$ cat config.mk
export PLATFORM = sky130hd
export DESIGN_NAME = mem_store_buffer_flat
export DESIGN_NICKNAME = d
export VERILOG_FILES = /design/src/rtl/mem_store_buffer_if.sv /design/src/rtl/mem_store_buffer.sv /design/src/flat_wrapper.sv
export SDC_FILE = /design/constraint.sdc
export NUM_CORES = 1
export LEC_CHECK = 0
export CORE_MARGIN = 3
export CORE_UTILIZATION = 26
export CTS_BUF_LIST = sky130_fd_sc_hd__clkbuf_8
export CTS_CLUSTER_SIZE = 8
export DETAILED_ROUTE_END_ITERATION = 16
export DONT_BUFFER_PORTS = 1
export GPL_TIMING_DRIVEN = 0
export PLACE_DENSITY = 0.36
export SLEW_MARGIN = 20
export SYNTH_ARGS = -nofsm -noshare
export SYNTH_HDL_FRONTEND = slang
export SYNTH_SLANG_ARGS = --single-unit
$ cat constraint.sdc
create_clock -name clk -period 4.72 [get_ports clk]
set_input_delay 1.18 -clock clk [delete_from_list [all_inputs] [get_ports clk]]
set_output_delay 1.18 -clock clk [all_outputs]
set_load 0.05 [all_outputs]
$ cat src/rtl/mem_store_buffer_if.sv
`default_nettype none
// +--------------------------------------------------------------------------+
// | mem_store_buffer_if : pipeline/dmem bundle around the store buffer       |
// | Rev 1.0                                                                  |
// +--------------------------------------------------------------------------+
interface mem_store_buffer_if #(
  parameter int AW = 32,
  parameter int DW = 32
);
  logic          st_valid;
  logic [AW-1:0] st_addr;
  logic [DW-1:0] st_data;
  logic [1:0]    st_size;
  logic          st_ready;
  logic          ld_valid;
  logic [AW-1:0] ld_addr;
  logic          ld_stall;
  logic          drain_req;
  logic          busy;
  logic          dm_we;
  logic [AW-1:0] dm_addr;
  logic [DW-1:0] dm_wdata;
  logic [1:0]    dm_store;

  modport master (
    output st_valid, st_addr, st_data, st_size, ld_valid, ld_addr, drain_req,
    input  st_ready, ld_stall, busy, dm_we, dm_addr, dm_wdata, dm_store
  );

  modport slave (
    input  st_valid, st_addr, st_data, st_size, ld_valid, ld_addr, drain_req,
    output st_ready, ld_stall, busy, dm_we, dm_addr, dm_wdata, dm_store
  );
endinterface
`default_nettype wire

$ cat src/rtl/mem_store_buffer.sv
`default_nettype none
// +--------------------------------------------------------------------------+
// | mem_store_buffer : FIFO write buffer between EX/MEM and dmem with        |
// |                    load-after-store word-address hazard stall            |
// | Rev 1.0                                                                  |
// +--------------------------------------------------------------------------+
module mem_store_buffer #(
  parameter int DEPTH = 4,
  parameter int AW    = 32,
  parameter int DW    = 32
) (
  input  wire logic          clk,
  input  wire logic          rst_n,
  mem_store_buffer_if.slave  bus
);
  localparam int            PW     = $clog2(DEPTH);
  localparam logic [PW:0]   c_FULL = (PW+1)'(DEPTH);
  localparam logic [PW:0]   c_ONE  = {{PW{1'b0}}, 1'b1};
  localparam logic [PW-1:0] c_PONE = {{(PW-1){1'b0}}, 1'b1};

  logic [AW-1:0]    r_addr [DEPTH];
  logic [DW-1:0]    r_data [DEPTH];
  logic [1:0]       r_size [DEPTH];
  logic [DEPTH-1:0] r_valid;
  logic [PW-1:0]    r_head;
  logic [PW-1:0]    r_tail;
  logic [PW:0]      r_count;

  logic [DEPTH-1:0] w_hit;
  logic             w_ld_hit;
  logic             w_nonempty;
  logic             w_push;
  logic             w_drain;

  // Word-granular compare only; the entry being pushed this cycle is not yet valid.
  for (genvar i = 0; i < DEPTH; i++) begin : g_hit
    assign w_hit[i] = r_valid[i] && (r_addr[i][AW-1:2] == bus.ld_addr[AW-1:2]);
  end

  assign w_ld_hit   = bus.ld_valid && (|w_hit);
  assign w_nonempty = (r_count != '0);
  assign w_push     = rst_n && bus.st_valid && (r_count != c_FULL);
  // A stalled load leaves the port free, so draining under it avoids deadlock.
  assign w_drain    = rst_n && w_nonempty && (!bus.ld_valid || w_ld_hit || bus.drain_req);

  assign bus.st_ready = rst_n && (r_count != c_FULL);
  assign bus.ld_stall = rst_n && w_ld_hit;
  assign bus.busy     = rst_n && w_nonempty;
  assign bus.dm_we    = w_drain;
  assign bus.dm_addr  = r_addr[r_head];
  assign bus.dm_wdata = r_data[r_head];
  assign bus.dm_store = r_size[r_head];

  always_ff @(posedge clk) begin
    if (w_push) begin
      r_addr[r_tail] <= bus.st_addr;
      r_data[r_tail] <= bus.st_data;
      r_size[r_tail] <= bus.st_size;
    end
  end

  always_ff @(posedge clk) begin
    if (!rst_n) begin
      r_valid <= '0;
      r_head  <= '0;
      r_tail  <= '0;
      r_count <= '0;
    end else begin
      if (w_push) begin
        r_valid[r_tail] <= 1'b1;
        r_tail          <= r_tail + c_PONE;
      end
      if (w_drain) begin
        r_valid[r_head] <= 1'b0;
        r_head          <= r_head + c_PONE;
      end
      case ({w_push, w_drain})
        2'b10:   r_count <= r_count + c_ONE;
        2'b01:   r_count <= r_count - c_ONE;
        default: r_count <= r_count;
      endcase
    end
  end
endmodule
`default_nettype wire

$ cat src/flat_wrapper.sv
// flat-port wrapper written by rule: the top's interface ports become plain ports
module mem_store_buffer_flat 
#(
  parameter int DEPTH = 4,
  parameter int AW    = 32,
  parameter int DW    = 32
)
  (clk, rst_n, bus_st_valid, bus_st_addr, bus_st_data, bus_st_size, bus_ld_valid, bus_ld_addr, bus_drain_req, bus_st_ready, bus_ld_stall, bus_busy, bus_dm_we, bus_dm_addr, bus_dm_wdata, bus_dm_store);
  mem_store_buffer_if #(.AW(AW), .DW(DW)) bus_i ();
  input  wire logic clk;
  input  wire logic rst_n;
  input wire logic [$bits(bus_i.st_valid)-1:0] bus_st_valid;
  input wire logic [$bits(bus_i.st_addr)-1:0] bus_st_addr;
  input wire logic [$bits(bus_i.st_data)-1:0] bus_st_data;
  input wire logic [$bits(bus_i.st_size)-1:0] bus_st_size;
  input wire logic [$bits(bus_i.ld_valid)-1:0] bus_ld_valid;
  input wire logic [$bits(bus_i.ld_addr)-1:0] bus_ld_addr;
  input wire logic [$bits(bus_i.drain_req)-1:0] bus_drain_req;
  output wire logic [$bits(bus_i.st_ready)-1:0] bus_st_ready;
  output wire logic [$bits(bus_i.ld_stall)-1:0] bus_ld_stall;
  output wire logic [$bits(bus_i.busy)-1:0] bus_busy;
  output wire logic [$bits(bus_i.dm_we)-1:0] bus_dm_we;
  output wire logic [$bits(bus_i.dm_addr)-1:0] bus_dm_addr;
  output wire logic [$bits(bus_i.dm_wdata)-1:0] bus_dm_wdata;
  output wire logic [$bits(bus_i.dm_store)-1:0] bus_dm_store;
  assign bus_i.st_valid = bus_st_valid;
  assign bus_i.st_addr = bus_st_addr;
  assign bus_i.st_data = bus_st_data;
  assign bus_i.st_size = bus_st_size;
  assign bus_i.ld_valid = bus_ld_valid;
  assign bus_i.ld_addr = bus_ld_addr;
  assign bus_i.drain_req = bus_drain_req;
  assign bus_st_ready = bus_i.st_ready;
  assign bus_ld_stall = bus_i.ld_stall;
  assign bus_busy = bus_i.busy;
  assign bus_dm_we = bus_i.dm_we;
  assign bus_dm_addr = bus_i.dm_addr;
  assign bus_dm_wdata = bus_i.dm_wdata;
  assign bus_dm_store = bus_i.dm_store;
  mem_store_buffer #(.DEPTH(DEPTH), .AW(AW), .DW(DW)) u_core (.clk(clk), .rst_n(rst_n), .bus(bus_i));
endmodule
# Word level (Yosys, flattened, before mapping)
# Memory sizes are Yosys's and may differ from the RTL's. A register that Yosys moved wholly into a read port is not among the register bits.
# Index checks and enable logic that the tools add are counted.
[totals]
register_bits = 11
ramBits = 264
in_bits = 103
output_inout_bits = 70
elab_cells = 60
n_memories = 3
[mem_list]
columns = ["memory", "words", "word_bits", "read_ports", "rd_ports_with_merged_regs", "write_ports", "line_no", "text"]
rows = [
  ["u_core.r_addr", 4, 32, 5, 1, 1, "mem_store_buffer.sv:21", "logic [AW-1:0] r_addr [DEPTH];"],
  ["u_core.r_data", 4, 32, 1, 1, 1, "mem_store_buffer.sv:22", "logic [DW-1:0] r_data [DEPTH];"],
  ["u_core.r_size", 4, 2, 1, 1, 1, "mem_store_buffer.sv:23", "logic [1:0] r_size [DEPTH];"],
]
[classes]
add_sub_neg = 4
magnitude_cmp = 4
n_eq_ne = 7
n_mux = 16
bitwise_logic = 3
reduce_logical = 19
[op_table]
columns = ["operator", "count"]
rows = [
  ["30-bit == test", 4],
  ["1-bit logical AND", 13],
  ["2-bit 2-to-1 mux", 6],
  ["4-bit 2-to-1 mux", 3],
  ["2-bit by 3-bit < comparator with 1-bit output (second input constant)", 2],
  ["3-bit one-hot mux with 2 select lines", 1],
  ["2-bit by 1-bit adder with 2-bit output (second input constant)", 2],
  ["4-bit AND", 1],
  ["1-bit demux with 2-bit select", 2],
  ["2-bit by 1-bit >= comparator with 1-bit output (second input constant)", 2],
  ["1-bit 2-to-1 mux", 4],
  ["4-bit inverter", 1],
  ["4-bit OR", 1],
  ["4-bit OR reduction", 1],
  ["3-bit by 1-bit adder with 3-bit output (second input constant)", 1],
  ["3-bit inequality test (second input constant)", 1],
  ["3-bit nonzero test", 1],
  ["3-bit by 1-bit subtractor with 3-bit output (second input constant)", 1],
  ["2-bit by 1-bit == test with 1-bit output (second input constant)", 1],
  ["2-bit == test (second input constant)", 1],
  ["1-bit logical OR", 2],
  ["2-bit nonzero test", 1],
  ["1-bit logical NOT", 1],
]

# Depth between registers and ports, before layout
# Gate-level depths: netlist (run 1).
[logic_depth]
ltp_word = 9
mapped_depth = 12
ltp_nobuf = 11

# Worst setup path after synthesis (run 1)
# No wires, ideal clock.
[synth_timing]
path_kind = "in2reg"
from = "input port rst_n"
to = "memory u_core.r_addr[0][0], enable pin"
setup_ns = 0.432
arrival_ns = 4.142
required_ns = 4.288
setup_slack_ns = 0.146
stages = 4
path_buffers = 1
path_cell_list = "buf_2 > inv_1 > a31oi_1 > and3_1"
[synth_via]
elab_chain_cells = 4
[synth_lines]
columns = ["element", "line_no", "text"]
rows = [
  ["from (decl)", "flat_wrapper.sv:11", "input wire logic rst_n;"],
  ["1-bit logical AND (2 in a row)", "mem_store_buffer.sv:42", "assign w_push = rst_n && bus.st_valid && (r_count != c_FULL);"],
  ["1-bit 2-to-1 mux", "mem_store_buffer.sv:55", "if (w_push) begin"],
  ["1-bit 2-to-1 mux (implied by the code)", "mem_store_buffer.sv:56", "r_addr[r_tail] <= bus.st_addr;"],
  ["to (decl)", "mem_store_buffer.sv:21", ""],
]
# No other way between the ends.

# Worst setup path after layout (run 1)
[layout_timing]
from = "input port bus_ld_addr[8]"
to = "output port bus_dm_we"
[layout_via]
elab_chain_cells = 7
word_cells_on_any_way = 13
classes_between = "eq/ne (4); reduce/logical (9)"
[layout_lines]
columns = ["element", "line_no", "text"]
rows = [
  ["from (decl)", "flat_wrapper.sv:17", "input wire logic [$bits(bus_i.ld_addr)-1:0] bus_ld_addr;"],
  ["30-bit == test", "mem_store_buffer.sv:37", "assign w_hit[i] = r_valid[i] && (r_addr[i][AW-1:2] == bus.ld_addr[AW-1:2]);"],
  ["1-bit logical AND", "mem_store_buffer.sv:37", ""],
  ["4-bit OR reduction *", "mem_store_buffer.sv:40", "assign w_ld_hit = bus.ld_valid && (|w_hit);"],
  ["1-bit logical AND *", "mem_store_buffer.sv:40", ""],
  ["1-bit logical OR * (2 in a row)", "mem_store_buffer.sv:44", "assign w_drain = rst_n && w_nonempty && (!bus.ld_valid || w_ld_hit || bus.drain_req);"],
  ["1-bit logical AND *", "mem_store_buffer.sv:44", ""],
  ["to (decl)", "flat_wrapper.sv:22", "output wire logic [$bits(bus_i.dm_we)-1:0] bus_dm_we;"],
]
# Every way passes the cells marked *; elsewhere a longest branch is shown, timed or not.

==> metrics.cfg, run 1 <==
[power]
p_leak_uw=0.00421
p_per_area_nw_per_um2=458
seqPwrFrac_pct=44.2
switchingPower_uw=2090
p_int_uw=4340
switching_share_pct=32.5
comb_power_share_pct=22.9
p_clk_share_pct=32.9
vdd_drop_max_uv=232

[critical_path]
crit_fanout=7
path_buf_inv=1
max_stage_delay_ns=0.58
crit_slowest_cell=a31oi_4
crit_required_ns=3.54
arrival_ns=3.38
critPathKind=in2out
start_kind=primary input
endpoint_kind=output pin
crit_family=compound AO/OA/AOI/OAI gates
path_cells=buf_6 -> xnor2_1 -> nand4_1 -> nor4_1 -> a22oi_1 -> a31oi_4

[routing]
ant_nets=0
drc_errors=0
dr_total_vias=6195
highest_layer=met5
via_per_inst=4.59
wl_met3_um=2980
initialDrtViolationCount=313
drt-total-wl_um=36300
firstDrtPassIters=5
wl_met1_um=14400
wl_met2_um=18100
wl_per_cell_um=26.9

[final_layout]
ff_latch_area_um2=8190
syn_to_final_growth_pct=15.2
drive_gt1_share_pct=25.9
multi_input_area_um2=3610
n_fill_cell=4413
final_cell_area_um2=14000
final_nets=829
fin_util_pct=30.7

[synth]
synthAdderAreaFrac_pct=1.09
synth_top_family_by_area=multiplexers
synthCells=657
ys_types=33
synth_compound_area_share_pct=1.17
synth.avg_cell_area_um2=18.5
ys_ff_latch=277
yosysWarningCount=0
synth_xor_area_share_pct=9.71
synthMuxAreaShare_pct=12.3
synth-simple-area-share_pct=5.10
syn_area_um2=12200
ys_seq_area_share_pct=67.3
synth_fp_nets=770

[die]
start_util_pct=26.6
dieArea_um2=49500
pin_count=173
die_h_um=222
core_um2=45800
rows=78
die_w_um=222

[cts]
clock-sinks=277
cts_inserted_buffers=49
postCtsHoldBufs=0
cts_setup_buffers=0
clk_pin_slew_worst_paths_ns=0.05
cts_buffer_depth=3
htreeDepth=2
cts_tree=yes
clock_latency_ns=0.62
cts_resized=1
ctsRootBufferMaster=clkbuf_8

[grt]
grt_overflow=0
grt_max_degree=28
antenna_found_initial=1
grt_pass1_vias=6724
track_usage_pct=14.6
grt_first_pass_wirelength_um=50800

[sta]
tightestPinTransition_ns=0.883
period_needed_ns=4.56
finClkSkew_ns=0.0243
hold_viol_final=0
finalSetupViolCount=0
max_freq_mhz=219
rsz0062_at_grt=false
period_share_pct=96.6
setup_slack_ns=0.161
slew_viol_final=0
max_slew_margin_pct=41.0
whs_ns=0.555

[placement]
gp_congestion=0.854
post-place-ws_ns=-0.273
place_area_um2=13100
hpwl_um=27200
port_buffers=0

[outcome]
status=completed

[job]
cap_violations=0

[worst_hold_path]
min-delay-path-class=reg2reg

==> synth_stat cells <==
library cell	number	area [um^2]
a21oi_1	8	40.0
a22oi_1	4	30.0
a31oi_1	1	6.26
a31oi_4	1	21.3
and2_1	1	6.26
and3_1	5	31.3
buf_1	2	7.51
buf_2	11	55.1
buf_4	4	30.0
buf_6	23	259
clkbuf_1	5	18.8
dfxtp_1	13	260
edfxtp_1	264	7930
fa_1	1	20.0
ha_1	9	113
inv_1	11	41.3
mux2i_1	1	10.0
mux4_2	66	1490
nand2_1	4	15.0
nand2b_1	1	6.26
nand3_1	10	50.1
nand4_1	56	350
nor2_1	5	18.8
nor2b_1	1	6.26
nor4_1	14	87.6
nor4_2	2	25.0
o21ai_0	6	30.0
o31ai_1	2	15.0
or3_1	1	6.26
or3b_1	2	17.5
xnor2_1	107	937
xnor2_2	14	228
xor2_1	2	17.5
==> cells in the final DEF (no fill, tap or decap), types with 9 or more instances in the layout <==
cell	instances
nand3_1	10
nand4_1	56
ha_1	9
buf_6	23
edfxtp_1	264
dfxtp_1	13
xnor2_2	15
inv_1	23
nor4_1	14
clkbuf_8	50
buf_2	11
mux4_2	66
xnor2_1	106
clkinv_1	14
==> final timing paths <==
path | from | endpoint | slack (ns) | depth (start not counted)
setup / recovery | bus_ld_addr[8] | bus_dm_we | 0.16 | 6
hold / removal | u_core.r_head[1]$_SDFFE_PN0N_ | flop | 0.55 | 2
setup reg to reg | u_core.r_addr[1][8]$_DFFE_PP_ | u_core.r_count[2]$_SDFFE_PN0P_ | 0.77 | 11
hold reg to reg | u_core.r_head[1]$_SDFFE_PN0N_ | flop | 0.55 | 2
==> routing by layer <==
metal  track usage, %  up-vias
li1                 -     2736
met4             4.55        2
met1             17.3     3197
met2             24.6      206
met5                0        -
met3             5.30       54
==> flip-flops by register name, indices dropped and copies added (netlist names), named ones only <==
signal / count
u_core.r_addr: 128
u_core.r_count: 3
u_core.r_data: 128
u_core.r_head: 2
u_core.r_size: 8
u_core.r_tail: 2
u_core.r_valid: 4
==> power by group through the flow <==
stage	Sequential (uW)	Clock, uW	Combinational (uW)
after floorplan	2880	0	1210
after global placement	2900	0	1480
after detailed placement	2900	0	1510
after CTS	2850	2230	1510
after global routing	2850	2310	1550
final	2850	2120	1470
==> cell type report <==
class                   count  share of cell area (%)
flip-flops and latches    277                    58.4
multi-input cells         324                    25.7
well taps                 600                    5.35
clock buffers              50                    4.91
plain buffers              45                    2.64
clock inverters            34                    1.54
repair buffers              8                    1.14
inverters                  11                   0.294
diodes                      1                  0.0178
==> tightest hold or removal path: stages, from the launching register on <==
cell and delay [ns]:
dfxtp_1 0.33, nand2_1 0.07, mux2i_1 0.09
==> stage by stage <==
stage | power [uW] | cells | setup TNS [ns]
after detailed placement | 4400 | 1265 | -0.367
after global routing | 6720 | 1349 | 0
after global placement | 4390 | 1257 | -504.37
after floorplan | 4090 | 657 | 0
final | 6430 | 1350 | 0
after CTS | 6590 | 1349 | 0
==> cell families after synthesis <==
group	Yosys count
AO/OA/AOI/OAI	22
adder cells (fa/ha/maj)	10
buffers and inverters	56
flip-flops	277
XOR/XNOR	123
multiplexers	67
AND/OR/NAND/NOR	102
No activity file was read; power rests on OpenSTA's default activity.
==> run 2: changes to the inputs <==
CTS_CLUSTER_SIZE = not set   (was 8)
==> metrics.cfg, run 2 (synthesized netlist as in run 1, its figures left out) <==
[outcome]
status=completed  ; unchanged

[die]
start_util_pct=26.6  ; unchanged
die_w_um=222  ; unchanged
core_um2=45800  ; unchanged
rows=78  ; unchanged
pin_count=173  ; unchanged
dieArea_um2=49500  ; unchanged
die_h_um=222  ; unchanged

[placement]
place_area_um2=13100  ; unchanged
hpwl_um=27200  ; unchanged
gp_congestion=0.854  ; unchanged
port_buffers=0  ; unchanged

[final_layout]
final_cell_area_um2=14000  ; about the same
largestRegisters=u_core.r_addr x128, u_core.r_data x128, u_core.r_size x8  ; unchanged
drive_gt1_share_pct=26.2  ; was 25.9%
syn_to_final_growth_pct=15.1  ; was 15.2%
final_nets=829  ; unchanged
n_fill_cell=4419  ; was 4413
mostFrequentLayoutCell=edfxtp_1  ; unchanged
layout_common_cells=edfxtp_1, xnor2_1, mux4_2  ; unchanged

[grt]
track_usage_pct=14.6  ; about the same
grt_overflow=0  ; unchanged
grt_max_degree=28  ; unchanged
antenna_found_initial=1  ; unchanged
grt_first_pass_wirelength_um=50900  ; was 50800 um
grt_pass1_vias=6748  ; was 6724

[sta]
finClkSkew_ns=0.0251  ; was 0.0243 ns
period_share_pct=95.2  ; was 96.6%
slew_viol_final=0  ; unchanged
max_slew_margin_pct=40.7  ; was 41.0%
period_needed_ns=4.49  ; was 4.56 ns
hold_viol_final=0  ; unchanged
setup_tns_ns=0  ; unchanged
max_freq_mhz=223  ; was 219 MHz
finalSetupViolCount=0  ; unchanged
tightestPinTransition_ns=0.887  ; was 0.883 ns
rsz0062_at_grt=false  ; unchanged

[power]
seqPwrFrac_pct=44.5  ; was 44.2%
switchingPower_uw=2100  ; was 2090 uW
p_per_area_nw_per_um2=456  ; was 458 nW/um^2
p_leak_uw=0.00419  ; was 0.00421 uW
comb_power_share_pct=23.0  ; was 22.9%
switching_share_pct=32.8  ; was 32.5%
total_power_uw=6400  ; was 6430 uW
p_clk_share_pct=32.5  ; was 32.9%
vdd_drop_max_uv=232  ; about the same
p_int_uw=4300  ; was 4340 uW

[worst_hold_path]
min-delay-path-class=reg2reg  ; unchanged

[cts]
ctsRootBufferMaster=clkbuf_8  ; unchanged
htreeDepth=2  ; unchanged
postCtsHoldBufs=0  ; unchanged
cts_tree=yes  ; unchanged
clk_pin_slew_worst_paths_ns=0.05  ; about the same
cts_setup_buffers=0  ; unchanged
cts_buffer_depth=3  ; unchanged
cts_inserted_buffers=49  ; unchanged
clock-sinks=277  ; unchanged
clock_latency_ns=0.62  ; about the same

[critical_path]
endpoint_kind=output pin  ; unchanged
critPathKind=in2out  ; unchanged
crit_required_ns=3.54  ; about the same
arrival_ns=3.31  ; was 3.38 ns
crit_fanout=7  ; unchanged
start_kind=primary input  ; unchanged

[routing]
drt-total-wl_um=36300  ; about the same
ant_nets=0  ; unchanged
via_per_inst=4.61  ; was 4.59
wl_per_cell_um=26.8  ; was 26.9 um
firstDrtPassIters=5  ; unchanged
drc_errors=0  ; unchanged
initialDrtViolationCount=327  ; was 313
dr_total_vias=6226  ; was 6195

[job]
cap_violations=0  ; unchanged

## run 2: cell types whose count changed in the layout (fill, tap and decap cells not counted)
cell        delta
bufinv_16      -1
clkinvlp_4     +1
clkinv_2       +3
inv_1          -4
clkinv_1       +3
## run 2: layer usage
layer	wire, um	vias up	part of all wire [%]	GRT usage, %
met1	14300	3210	39	17.4
met4	806	2	2.2	4.55
met3	3060	54	8.4	5.30
met2	18100	219	50	24.6
met5	13	-	0.036	0
li1	-	2741	-	-
## run 2: repair_timing
item                       in CTS  in global routing
gates resized for setup         1                  0
setup endpoints to repair       1                  0
hold endpoints to repair        0                  0
## run 2: worst paths after layout
kind / from / to / slack, ns / depth (start not counted)
setup / recovery: bus_ld_addr[8] / bus_dm_we / 0.23 / 6
hold / removal: u_core.r_head[1]$_SDFFE_PN0N_ / flop / 0.55 / 2
setup reg to reg: u_core.r_addr[1][3]$_DFFE_PP_ / u_core.r_count[2]$_SDFFE_PN0P_ / 0.83 / 11
hold reg to reg: u_core.r_head[1]$_SDFFE_PN0N_ / flop / 0.55 / 2
## run 2: layout make-up
type | instances | area [um^2] | share of cell area [%]
flip-flops and latches | 277 | 8190 | 58.4
repair buffers | 8 | 160 | 1.14
well taps | 600 | 751 | 5.36
diodes | 1 | 2.50 | 0.0179
multi-input cells | 324 | 3610 | 25.8
plain buffers | 45 | 370 | 2.64
inverters | 11 | 41.3 | 0.295
clock inverters | 36 | 205 | 1.46
clock buffers | 50 | 688 | 4.91
## run 2: per-stage QoR
stage	hold WS [ns]	worst slack, ns	cells	utilization, %
after floorplan	0.472	0.146	657	-
after global placement	0.485	-1.96	1257	28.2
after detailed placement	0.544	-0.273	1265	28.7
after CTS	0.555	0.0596	1351	30.6
after global routing	0.582	0.0288	1351	30.6
final	0.555	0.228	1352	30.6
## run 2: power by group through the flow
stage          Sequential [uW]  Combinational (uW)  Clock [uW]
4_1_cts                   2850                1510        2190
3_3_place_gp              2900                1480           0
6_report                  2850                1470        2080
5_1_grt                   2850                1550        2280
3_5_place_dp              2900                1510           0
2_1_floorplan             2880                1210           0
## run 2: critical path: stages
cell and delay (ns):
buf_6 0.12, xnor2_1 0.41, nand4_1 0.13, nor4_1 0.52, a22oi_1 0.35, a31oi_4 0.58
